File: src/rtl/multicycle_controller.sv
// Multi-cycle FETCH/DECODE/EXEC/MEM/WB sequencer for an RV32 datapath sharing one memory port.
// Drives datapath strobes, counts retired instructions and traps on illegal opcodes or memory timeouts.
//
// state  | meaning
// FETCH  | instruction read on the shared port; IR latched on mem_ready
// DECODE | opcode class registered; illegal opcode traps
// EXEC   | ALU operation; branches resolve and retire here
// MEM    | data read/write held until mem_ready; stores retire here
// WB     | register write-back and PC+4; R/I/LD retire here
// TRAP   | all strobes idle until reset
module multicycle_controller #(
  parameter int MEM_WAIT_MAX  = 16,
  parameter int INSTRET_WIDTH = 32
) (
  input  logic                     clock,
  input  logic                     reset,
  input  logic [6:0]               opcode,
  input  logic                     zero,
  input  logic                     mem_ready,
  output logic                     mem_req,
  output logic                     mem_is_instr,
  output logic                     memoryRead,
  output logic                     memoryWrite,
  output logic                     ir_write,
  output logic                     pc_write,
  output logic                     pc_branch,
  output logic                     rWrite,
  output logic                     memoryToRegister,
  output logic                     ALUSrc,
  output logic [1:0]               ALUOp,
  output logic [2:0]               state,
  output logic                     illegal,
  output logic                     timeout,
  output logic [INSTRET_WIDTH-1:0] instret
);

  typedef enum logic [2:0] {
    S_FETCH  = 3'd0,
    S_DECODE = 3'd1,
    S_EXEC   = 3'd2,
    S_MEM    = 3'd3,
    S_WB     = 3'd4,
    S_TRAP   = 3'd5
  } state_t;

  typedef enum logic [2:0] {
    C_NONE = 3'd0,
    C_R    = 3'd1,
    C_I    = 3'd2,
    C_LD   = 3'd3,
    C_ST   = 3'd4,
    C_BR   = 3'd5,
    C_ILL  = 3'd6
  } class_t;

  localparam int WCW = (MEM_WAIT_MAX < 2) ? 1 : $clog2(MEM_WAIT_MAX + 1);
  localparam logic [WCW-1:0] WAIT_LAST = WCW'(MEM_WAIT_MAX - 1);

  state_t   state_q, state_n;
  class_t   class_q, dec_class;
  logic [WCW-1:0] wait_cnt;
  logic     mem_phase;
  logic     wait_expire;
  logic     retire;
  logic     set_ill;
  logic     set_to;

  always_comb begin
    dec_class = C_ILL;
    case (opcode)
      7'b0110011: dec_class = C_R;
      7'b0010011: dec_class = C_I;
      7'b0000011: dec_class = C_LD;
      7'b0100011: dec_class = C_ST;
      7'b1100011: dec_class = C_BR;
      default:    dec_class = C_ILL;
    endcase
  end

  assign mem_phase   = (state_q == S_FETCH) || (state_q == S_MEM);
  // A ready arriving in the last allowed cycle wins over the timeout.
  assign wait_expire = mem_phase && !mem_ready && (wait_cnt == WAIT_LAST);

  always_ff @(posedge clock or negedge reset) begin
    if (!reset) begin
      state_q  <= S_FETCH;
      class_q  <= C_NONE;
      wait_cnt <= '0;
      illegal  <= 1'b0;
      timeout  <= 1'b0;
      instret  <= '0;
    end else begin
      state_q <= state_n;
      if (state_q == S_DECODE) class_q <= dec_class;
      if (!mem_phase || (state_n != state_q)) wait_cnt <= '0;
      else if (!mem_ready) wait_cnt <= wait_cnt + WCW'(1);
      if (set_ill) illegal <= 1'b1;
      if (set_to) timeout <= 1'b1;
      if (retire) instret <= instret + INSTRET_WIDTH'(1);
    end
  end

  always_comb begin
    state_n = state_q;
    retire  = 1'b0;
    set_ill = 1'b0;
    set_to  = 1'b0;
    case (state_q)
      S_FETCH: begin
        if (mem_ready) state_n = S_DECODE;
        else if (wait_expire) begin
          state_n = S_TRAP;
          set_to  = 1'b1;
        end
      end
      S_DECODE: begin
        if (dec_class == C_ILL) begin
          state_n = S_TRAP;
          set_ill = 1'b1;
        end else begin
          state_n = S_EXEC;
        end
      end
      S_EXEC: begin
        case (class_q)
          C_R, C_I:   state_n = S_WB;
          C_LD, C_ST: state_n = S_MEM;
          C_BR: begin
            state_n = S_FETCH;
            retire  = 1'b1;
          end
          default:    state_n = S_FETCH;
        endcase
      end
      S_MEM: begin
        if (mem_ready) begin
          if (class_q == C_LD) state_n = S_WB;
          else begin
            state_n = S_FETCH;
            retire  = 1'b1;
          end
        end else if (wait_expire) begin
          state_n = S_TRAP;
          set_to  = 1'b1;
        end
      end
      S_WB: begin
        state_n = S_FETCH;
        retire  = 1'b1;
      end
      S_TRAP:  state_n = S_TRAP;
      default: state_n = S_FETCH;
    endcase
  end

  always_comb begin
    mem_req          = 1'b0;
    mem_is_instr     = 1'b0;
    memoryRead       = 1'b0;
    memoryWrite      = 1'b0;
    ir_write         = 1'b0;
    pc_write         = 1'b0;
    pc_branch        = 1'b0;
    rWrite           = 1'b0;
    memoryToRegister = 1'b0;
    ALUSrc           = 1'b0;
    ALUOp            = 2'b00;
    case (state_q)
      S_FETCH: begin
        mem_req      = 1'b1;
        mem_is_instr = 1'b1;
        memoryRead   = 1'b1;
        ir_write     = mem_ready;
      end
      S_EXEC: begin
        case (class_q)
          C_R: ALUOp = 2'b10;
          C_I: begin
            ALUOp  = 2'b10;
            ALUSrc = 1'b1;
          end
          C_LD, C_ST: ALUSrc = 1'b1;
          C_BR: begin
            ALUOp     = 2'b01;
            pc_write  = 1'b1;
            pc_branch = zero;
          end
          default: ALUOp = 2'b00;
        endcase
      end
      S_MEM: begin
        mem_req     = 1'b1;
        ALUSrc      = 1'b1;
        memoryRead  = (class_q == C_LD);
        memoryWrite = (class_q == C_ST);
        pc_write    = mem_ready && (class_q == C_ST);
      end
      S_WB: begin
        rWrite           = 1'b1;
        pc_write         = 1'b1;
        memoryToRegister = (class_q == C_LD);
        ALUOp            = (class_q == C_LD) ? 2'b00 : 2'b10;
        ALUSrc           = (class_q != C_R);
      end
      default: ALUOp = 2'b00;
    endcase
    // Reset is asynchronous, so strobes must fall without waiting for a clock edge.
    if (!reset) begin
      mem_req          = 1'b0;
      mem_is_instr     = 1'b0;
      memoryRead       = 1'b0;
      memoryWrite      = 1'b0;
      ir_write         = 1'b0;
      pc_write         = 1'b0;
      pc_branch        = 1'b0;
      rWrite           = 1'b0;
      memoryToRegister = 1'b0;
      ALUSrc           = 1'b0;
      ALUOp            = 2'b00;
    end
  end

  assign state = state_q;

endmodule

File: config.mk
export PLATFORM = sky130hd
export DESIGN_NAME = multicycle_controller
export DESIGN_NICKNAME = d
export VERILOG_FILES = /design/src/rtl/multicycle_controller.sv
export SDC_FILE = /design/constraint.sdc
export NUM_CORES = 1
export LEC_CHECK = 0
export CAP_MARGIN = 10
export CORE_MARGIN = 2
export CORE_UTILIZATION = 51
export CTS_BUF_LIST = sky130_fd_sc_hd__clkbuf_4
export CTS_CLUSTER_SIZE = 30
export DETAILED_ROUTE_END_ITERATION = 8
export PLACE_DENSITY = 0.85
export SLEW_MARGIN = 30
export SYNTH_ARGS = -nofsm -noshare
export SYNTH_HDL_FRONTEND = slang
export SYNTH_SLANG_ARGS = --single-unit
File: constraint.sdc
create_clock -name clock -period 2.15 [get_ports clock]
set_input_delay 0.215 -clock clock [delete_from_list [all_inputs] [get_ports clock]]
set_output_delay 0.215 -clock clock [all_outputs]
set_load 0.1 [all_outputs]
==> results of run 1 <==
layout make-up:
cell class / count / share of cell area
Sequential cell: 45 / 0.3406
Inverter: 10 / 0.01087
Timing Repair Buffer: 81 / 0.2283
Tap cell: 52 / 0.01884
Clock inverter: 2 / 0.002899
Clock buffer: 6 / 0.01304
Multi-Input combinational cell: 184 / 0.3855
cells in the mapped netlist, types with 4 or more instances:
master / instances / area share
and2_1: 4 / 0.011
nand3_1: 9 / 0.019
xor2_1: 21 / 0.077
o21ai_0: 7 / 0.015
nor4_1: 5 / 0.013
inv_1: 10 / 0.016
dfrtp_1: 45 / 0.47
and3_1: 5 / 0.013
nand2b_1: 6 / 0.016
nand2_1: 24 / 0.038
buf_2: 4 / 0.0084
a21oi_1: 8 / 0.017
xnor2_1: 15 / 0.055
nor2_1: 23 / 0.036
nor3_1: 19 / 0.040
metal layers:
metal,vias up,GRT usage
li1,1005,-
met1,1000,0.3190
met2,57,0.3710
met3,7,0.04306
met4,0,0.07128
met5,-,0
cell families (layout without fill, tap and decap cells):
logic type / count (synthesis) / after routing / synth area share
compound gates: 28 / 28 / 0.07538
xor+xnor: 36 / 36 / 0.1328
fa+ha+maj: 3 / 3 / 0.01582
buf+inv: 17 / 99 / 0.02899
flops: 45 / 45 / 0.4744
mux: 2 / 2 / 0.009488
simple gates: 115 / 115 / 0.2631
cell usage in the layout (no fill, tap or decap), drive strengths merged, types with 2 or more instances in the layout:
cell,count
buf,71
dfrtp,45
nand2,24
nor2,23
xor2,21
nor3,20
xnor2,15
inv,10
nand3,9
clkdlybuf4s50,9
a21oi,8
o21ai,8
and3,7
clkbuf,6
nand2b,6
nor4,6
nand4,5
and2,4
ha,3
nor2b,3
a31oi,3
a21o,2
mux2,2
clkinv,2
where the power goes:
group	switching [uW]	internal, uW	leakage (uW)	total (uW)
registers	29.6	868	0.000538	898
clock network	266	138	0.0000354	404
logic	208	76.6	0.00100	285
repair_timing:
item                                    4_1_cts  5_1_grt
endpoints found under the setup margin        1       15
pin swaps                                     1        3
setup buffers                                 4        3
hold buffers                                  1        0
endpoints found under the hold margin         8        0
resized for setup                             4        8
path summary, 6_finish.rpt:
| check | startpoint | to | slack [ns] | cells past startpoint |
|---|---|---|---|---|
| max | state[1] | ALUOp[1] | 0.07 | 4 |
| min | reset | state[2] | 0.004 | 2 |
| max reg2reg | state[1] | instret[19] | 0.11 | 8 |
| min reg2reg | wait_cnt[0] | wait_cnt[0] | 0.48 | 1 |
| max in group asynchronous | reset | state[1] | 1.41 | 2 |
| min in group clock | wait_cnt[0] | wait_cnt[0] | 0.48 | 1 |
worst max-delay path, cell delays in order (launching register included):
cell       delay [ns]
dfrtp_4          0.52
buf_8            0.15
nand2b_4         0.15
a2111oi_4        0.45
buf_12           0.23
flip-flops by register name, indices dropped and copies added, names as in the netlist:
register and flops:
class_q 3, instret 32, timeout 1, illegal 1, wait_cnt 5, state 3
through the flow:
step / cells / TNS [ns]
floorplan: 246 / -1.175
global placement: 364 / 0
detailed placement: 364 / -0.07231
CTS: 377 / 0
global route: 380 / -0.009404
finish: 380 / 0
==> results.ini, run 1 <==
[status]
status = finished clean

[placed_design]
dpl.hpwl_mm = 4.118
post-place-ws_ns = -0.05950
gp_congestion = 0.8512
dpl_cell_area_sq_um = 3294
port_buffers = 59

[route]
route.met3.wl_microns = 275
initialDrtViolationCount = 172
post_drt_wl_per_cell_microns = 14.92
dr_wl_met2_mm = 2.734
highest_layer = met4
first_pass_iters = 4
antenna_left = 0
vias = 2069
wl_met1_mm = 2.597
drcViolationCount = 0
totalWireLength_mm = 5.669
vias_per_cell = 5.445

[global_route]
grt_pass1_vias = 2028
grtUsageTotal = 0.2308
grt_overflow = 0
antenna_found_initial = 0
grt_pass1_wl_mm = 9.473
grt_max_degree = 38

[logic_synthesis]
synth.distinct_cells = 43
synth_edf_count = 0
ys.flop_type = dfrtp_1
synth-seq-area-share = 0.4744
synthArstFlopShare = 1.000
synth_area_sq_um = 2374
yosysWarnings = 0
synth_cells = 246
postSynthAreaPerCell_sq_um = 9.648
mappedNetlistNets = 260
yosys_register_bits = 45

[worst_setup_path]
startpoint_type = register
crit_required_ns = 1.93
path_max_fanout = 10
endpoint_kind = output port
path_class = reg -> out
cp.arrival_ns = 1.87

[sta]
finalCriticalPeriod_ns = 2.082
setup_slack_ns = 0.06800
rsz0062_at_grt = yes
slew_viol_final = 0
final-setup-viol-count = 0
min_period_over_period = 0.9684
slew_headroom = 0.7012
fmax_ghz = 0.4803
hold_viol_final = 0
max_slew.worst_pin.slew_ns = 0.4483
fin_hold_ws_ns = 0.003519
skew_ns = 0.02067

[cts]
root_buffer = clkbuf_4
clkTransAtPathRegs_ns = 0.13
numCtsBuffers = 5
clock_latency_ns = 0.36
cts_htree_levels = 2
cts_tree = done
cts.sinks = 45
clockBufferDepth = 2

[finish]
n_fill_cell = 277
final_area_sq_um = 3453
multiInputGateArea_sq_um = 1331
utilization = 0.7823
layout-drive-gt1-share = 0.4207
seqCellArea_sq_um = 1176
area_growth_pct = 45.49
num_antenna_cells = 0
fin_nets = 341

[pwr]
power.static_leakage_uw = 0.001573
fin_total_pwr_uw = 1587
worst_ir_drop_vdd_mv = 0.3664
power_density_nw_per_um2 = 459.5

[hold_path]
holdCritPathClass = in -> async

[floorplan]
die-height_microns = 72.22
fp-row-count = 24
io_pins = 60
die_w_microns = 72.22
core_area_sq_um = 4414
initial_utilization = 0.5377
dieArea_sq_um = 5216

[flow_run]
maxCapViolCount = 0

Power figures use the tool's default switching activity.
==> run 2: changes to the inputs <==
--- a/config.mk
+++ b/config.mk
@@ -6,12 +6,15 @@
 export NUM_CORES = 1
 export LEC_CHECK = 0
 export CAP_MARGIN = 10
+export CELL_PAD_IN_SITES_DETAIL_PLACEMENT = 0
+export CELL_PAD_IN_SITES_GLOBAL_PLACEMENT = 1
 export CORE_MARGIN = 2
-export CORE_UTILIZATION = 51
+export CORE_UTILIZATION = 38
 export CTS_BUF_LIST = sky130_fd_sc_hd__clkbuf_4
 export CTS_CLUSTER_SIZE = 30
 export DETAILED_ROUTE_END_ITERATION = 8
-export PLACE_DENSITY = 0.85
+export PLACE_DENSITY = 0.84
+export SETUP_SLACK_MARGIN = 0.02
 export SLEW_MARGIN = 30
 export SYNTH_ARGS = -nofsm -noshare
 export SYNTH_HDL_FRONTEND = slang
==> results.ini, run 2 (synthesized netlist as in run 1, its figures left out) <==
[pwr]
p_clk_frac = 0.311
p_int_uw = 1209
p_sw_frac = 0.2978
worst_ir_drop_vdd_mv = 0.5018
power_density_nw_per_um2 = 476.5
switchingPower_uw = 512.7
power.static_leakage_uw = 0.001641
seq_power_share = 0.522
combPwrFrac = 0.166

[placed_design]
gp_congestion = 0.8593
port_buffers = 59
dpl.hpwl_mm = 4.439
dpl_cell_area_sq_um = 3376

[flow_run]
maxCapViolCount = 0

[cts]
cts_tree = done
cts_htree_levels = 2
clkTransAtPathRegs_ns = 0.14
numCtsBuffers = 5
clockBufferDepth = 2
cts.sinks = 45
root_buffer = clkbuf_4
clock_latency_ns = 0.36

[sta]
finalSetupTns_ns = 0
final-setup-viol-count = 0
max_slew.worst_pin.slew_ns = 0.5222
hold_viol_final = 0
fmax_ghz = 0.4834
skew_ns = 0.02276
finalCriticalPeriod_ns = 2.069
rsz0062_at_grt = yes
min_period_over_period = 0.9621
slew_viol_final = 0
fin_hold_ws_ns = 0.0008645
slew_headroom = 0.6519

[finish]
num_antenna_cells = 0
n_fill_cell = 525
reg.largest.list = instret (32), wait_cnt (5)
final_area_sq_um = 3612
final_common_cell = buf_4
area_growth_pct = 52.19
max_flop_register = instret
fin_nets = 349
most-common-layout-cells = buf_4, nand2_1, xor2_1, dfrtp_1, nor2_1
largest_reg_flops = 32
layout-drive-gt1-share = 0.4435

[floorplan]
fp-row-count = 28
die_w_microns = 83.03
io_pins = 60
core_area_sq_um = 5991
initial_utilization = 0.3962
dieArea_sq_um = 6894
die-height_microns = 83.03

[worst_setup_path]
path_max_fanout = 6
cp.arrival_ns = 1.85
startpoint_type = register
endpoint_kind = output port
path_class = reg -> out
crit_required_ns = 1.93

[global_route]
grtUsageTotal = 0.1769
grt_pass1_wl_mm = 10.05
antenna_found_initial = 0
grt_overflow = 0
grt_max_degree = 43
grt_pass1_vias = 2034

[route]
antenna_left = 0
vias = 2055
initialDrtViolationCount = 71
totalWireLength_mm = 5.996
first_pass_iters = 4
post_drt_wl_per_cell_microns = 14.59
vias_per_cell = 5.000
drcViolationCount = 0

[status]
status = finished clean

[hold_path]
holdCritPathClass = in -> async

## run 2: final cells by class
cell class,instances,area (sq um),area share
Timing Repair Buffer,89,842.1,0.2331
Tap cell,75,93.84,0.02598
Sequential cell,45,1176,0.3256
Multi-Input combinational cell,184,1379,0.3817
Inverter,10,37.54,0.01039
Clock inverter,2,38.79,0.01074
Clock buffer,6,45.04,0.01247
## run 2: per-stage QoR
step	setup slack [ns]	instances	total power [uW]	utilization
global route	-0.001971	411	1798	0.6030
global placement	0.1626	394	1200	0.5635
finish	0.08148	411	1721	0.6030
CTS	-0.02405	405	1745	0.5860
detailed placement	0.1069	394	1201	0.5635
floorplan	-0.4457	246	1103	-
## run 2: final timing paths
kind                       cells after the start  slack (ns)           to        start
min in group clock                             1        0.48  wait_cnt[0]  wait_cnt[0]
max in group asynchronous                      2        1.66   class_q[2]        reset
min                                            2      0.0009  instret[19]        reset
max reg2reg                                    8        0.11   instret[5]     state[2]
min reg2reg                                    1        0.48  wait_cnt[0]  wait_cnt[0]
max                                            7        0.08     pc_write     state[2]
## run 2: metal layers
metal / global-route usage / wire length, microns
met1: 0.2425 / 2884
met2: 0.2874 / 2808
met3: 0.03579 / 233
met4: 0.04471 / 69
met5: 0 / 0
## run 2: power by group through the flow
| stage | logic [uW] | registers, uW | clock network (uW) |
|---|---|---|---|
| finish | 287 | 899 | 536 |
| floorplan | 58.9 | 1040 | 0 |
| detailed placement | 285 | 915 | 0 |
| global placement | 282 | 917 | 0 |
| CTS | 288 | 899 | 557 |
| global route | 303 | 904 | 591 |
## run 2: worst max-delay path, stage by stage (launching register included)
cell and delay (ns):
dfrtp_4 0.46, buf_4 0.15, nor3b_4 0.21, buf_6 0.15, a31oi_4 0.04, buf_4 0.15, a21oi_4 0.16, buf_12 0.19
## run 2: timing repair
action,4_1_cts,5_1_grt
hold buffers,1,0
gates resized for setup,6,13
endpoints found under the hold margin,3,0
setup buffers,2,6
pin swaps,3,2
endpoints found under the setup margin,4,11
==> run 3: changes to the inputs <==
--- a/config.mk
+++ b/config.mk
@@ -15,6 +15,7 @@
 export DETAILED_ROUTE_END_ITERATION = 8
 export PLACE_DENSITY = 0.84
 export SETUP_SLACK_MARGIN = 0.02
+export SKIP_CTS_REPAIR_TIMING = 1
 export SLEW_MARGIN = 30
 export SYNTH_ARGS = -nofsm -noshare
 export SYNTH_HDL_FRONTEND = slang
==> results.ini, run 3 (synthesized netlist as in run 1, its figures left out) <==
[finish]
fin_nets = 351
num_antenna_cells = 0
max_flop_register = instret
layout-drive-gt1-share = 0.4408
final_area_sq_um = 3610
final_common_cell = buf_4
most-common-layout-cells = buf_4, nand2_1, xor2_1, dfrtp_1, nor2_1
area_growth_pct = 52.08
utilization = 0.6025
largest_reg_flops = 32
reg.largest.list = instret (32), wait_cnt (5)

[cts]
cts_tree = done
clkTransAtPathRegs_ns = 0.13
clock_latency_ns = 0.36
cts_htree_levels = 2
root_buffer = clkbuf_4
cts.sinks = 45
numCtsBuffers = 5
clockBufferDepth = 2

[sta]
setup_slack_ns = 0.04279
final-setup-viol-count = 0
rsz0062_at_grt = yes
finalSetupTns_ns = 0
skew_ns = 0.02274
fmax_ghz = 0.4746
slew_viol_final = 0
hold_viol_final = 0
min_period_over_period = 0.9801
max_slew.worst_pin.slew_ns = 0.5204
slew_headroom = 0.6531
finalCriticalPeriod_ns = 2.107

[placed_design]
gp_congestion = 0.8593
dpl_cell_area_sq_um = 3376
post-place-ws_ns = 0.1069
dpl.hpwl_mm = 4.439
port_buffers = 59

[worst_setup_path]
startpoint_type = register
rrSetupSlack_ns = 0.14
path_cells = buf_4, nor3b_2, buf_4, a31oi_4, buf_4, a21oi_4, buf_12
r2r_start = state[2]
cpPeakStageDelay_ns = 0.53
slowest_stage = dfrtp_4
path_max_fanout = 6
cp.arrival_ns = 1.89
cp-startpoint = state[2]
path_delay_family = buffers and inverters
endpoint_kind = output port
r2r-end = instret[19]
r2r_cells = 8
path_buf_inv = 4
crit_required_ns = 1.93
path_class = reg -> out
crit_top_cell = buf_4

[global_route]
grt_overflow = 0
grt_pass1_vias = 2016
grt_max_degree = 43
grtUsageTotal = 0.1739
antenna_found_initial = 0
grt_pass1_wl_mm = 9.894

[floorplan]
dieArea_sq_um = 6894
fp-row-count = 28
die_w_microns = 83.03
die-height_microns = 83.03
initial_utilization = 0.3962
io_pins = 60
core_area_sq_um = 5991

[pwr]
combPwrFrac = 0.166
worst_ir_drop_vdd_mv = 0.4916
switchingPower_uw = 512.3
seq_power_share = 0.523
power_density_nw_per_um2 = 476.8
p_sw_frac = 0.2977
power.static_leakage_uw = 0.001646
p_clk_frac = 0.312
p_int_uw = 1209

[route]
initialDrtViolationCount = 112
totalWireLength_mm = 5.901
antenna_left = 0
vias_per_cell = 4.995
first_pass_iters = 4
vias = 2063
post_drt_wl_per_cell_microns = 14.29
drcViolationCount = 0

[flow_run]
maxCapViolCount = 0

[hold_path]
holdCritPathClass = in -> async

[status]
status = finished clean

run 3: per-layer routing:
layer / vias up / global-route usage / wire length, microns
met4: 0 / 0.04620 / 63
li1: 1032 / - / -
met5: - / 0 / 0
met3: 6 / 0.03678 / 232
met2: 45 / 0.2771 / 2754
met1: 980 / 0.2412 / 2851
run 3: power groups by stage:
stage                     logic [uW]  registers (uW)  clock network (uW)
after detailed placement         285             915                   0
after floorplan                 58.9            1040                   0
after global routing             303             904                 591
final                            285             899                 536
after global placement           282             917                   0
after CTS                        286             899                 557
run 3: layout make-up:
| class | count | area (sq um) |
|---|---|---|
| timing repair buffer | 91 | 853.3 |
| fill | 520 | 2381 |
| sequential | 45 | 1176 |
| multi-input combinational | 184 | 1365 |
| clock inverter | 2 | 38.79 |
| tap | 75 | 93.84 |
| clock buffer | 6 | 45.04 |
| inverter | 10 | 37.54 |
run 3: stage by stage:
step / hold WS, ns / total power (uW) / instances
after CTS: -0.3374 / 1742 / 402
after floorplan: -0.08059 / 1103 / 246
final: 0.2122 / 1721 / 413
after global routing: 0.2025 / 1798 / 413
after global placement: 0.06370 / 1200 / 394
after detailed placement: 0.06547 / 1201 / 394
run 3: how the worst max path moves through the flow:
stage,end,slack (ns),depth (start not counted)
after global routing,ALUOp[1],-0.04,5
final,pc_write,0.04,7
after detailed placement,instret[20],0.11,7
after CTS,pc_write,-0.14,7
after global placement,instret[20],0.16,7
after floorplan,pc_branch,-0.45,4
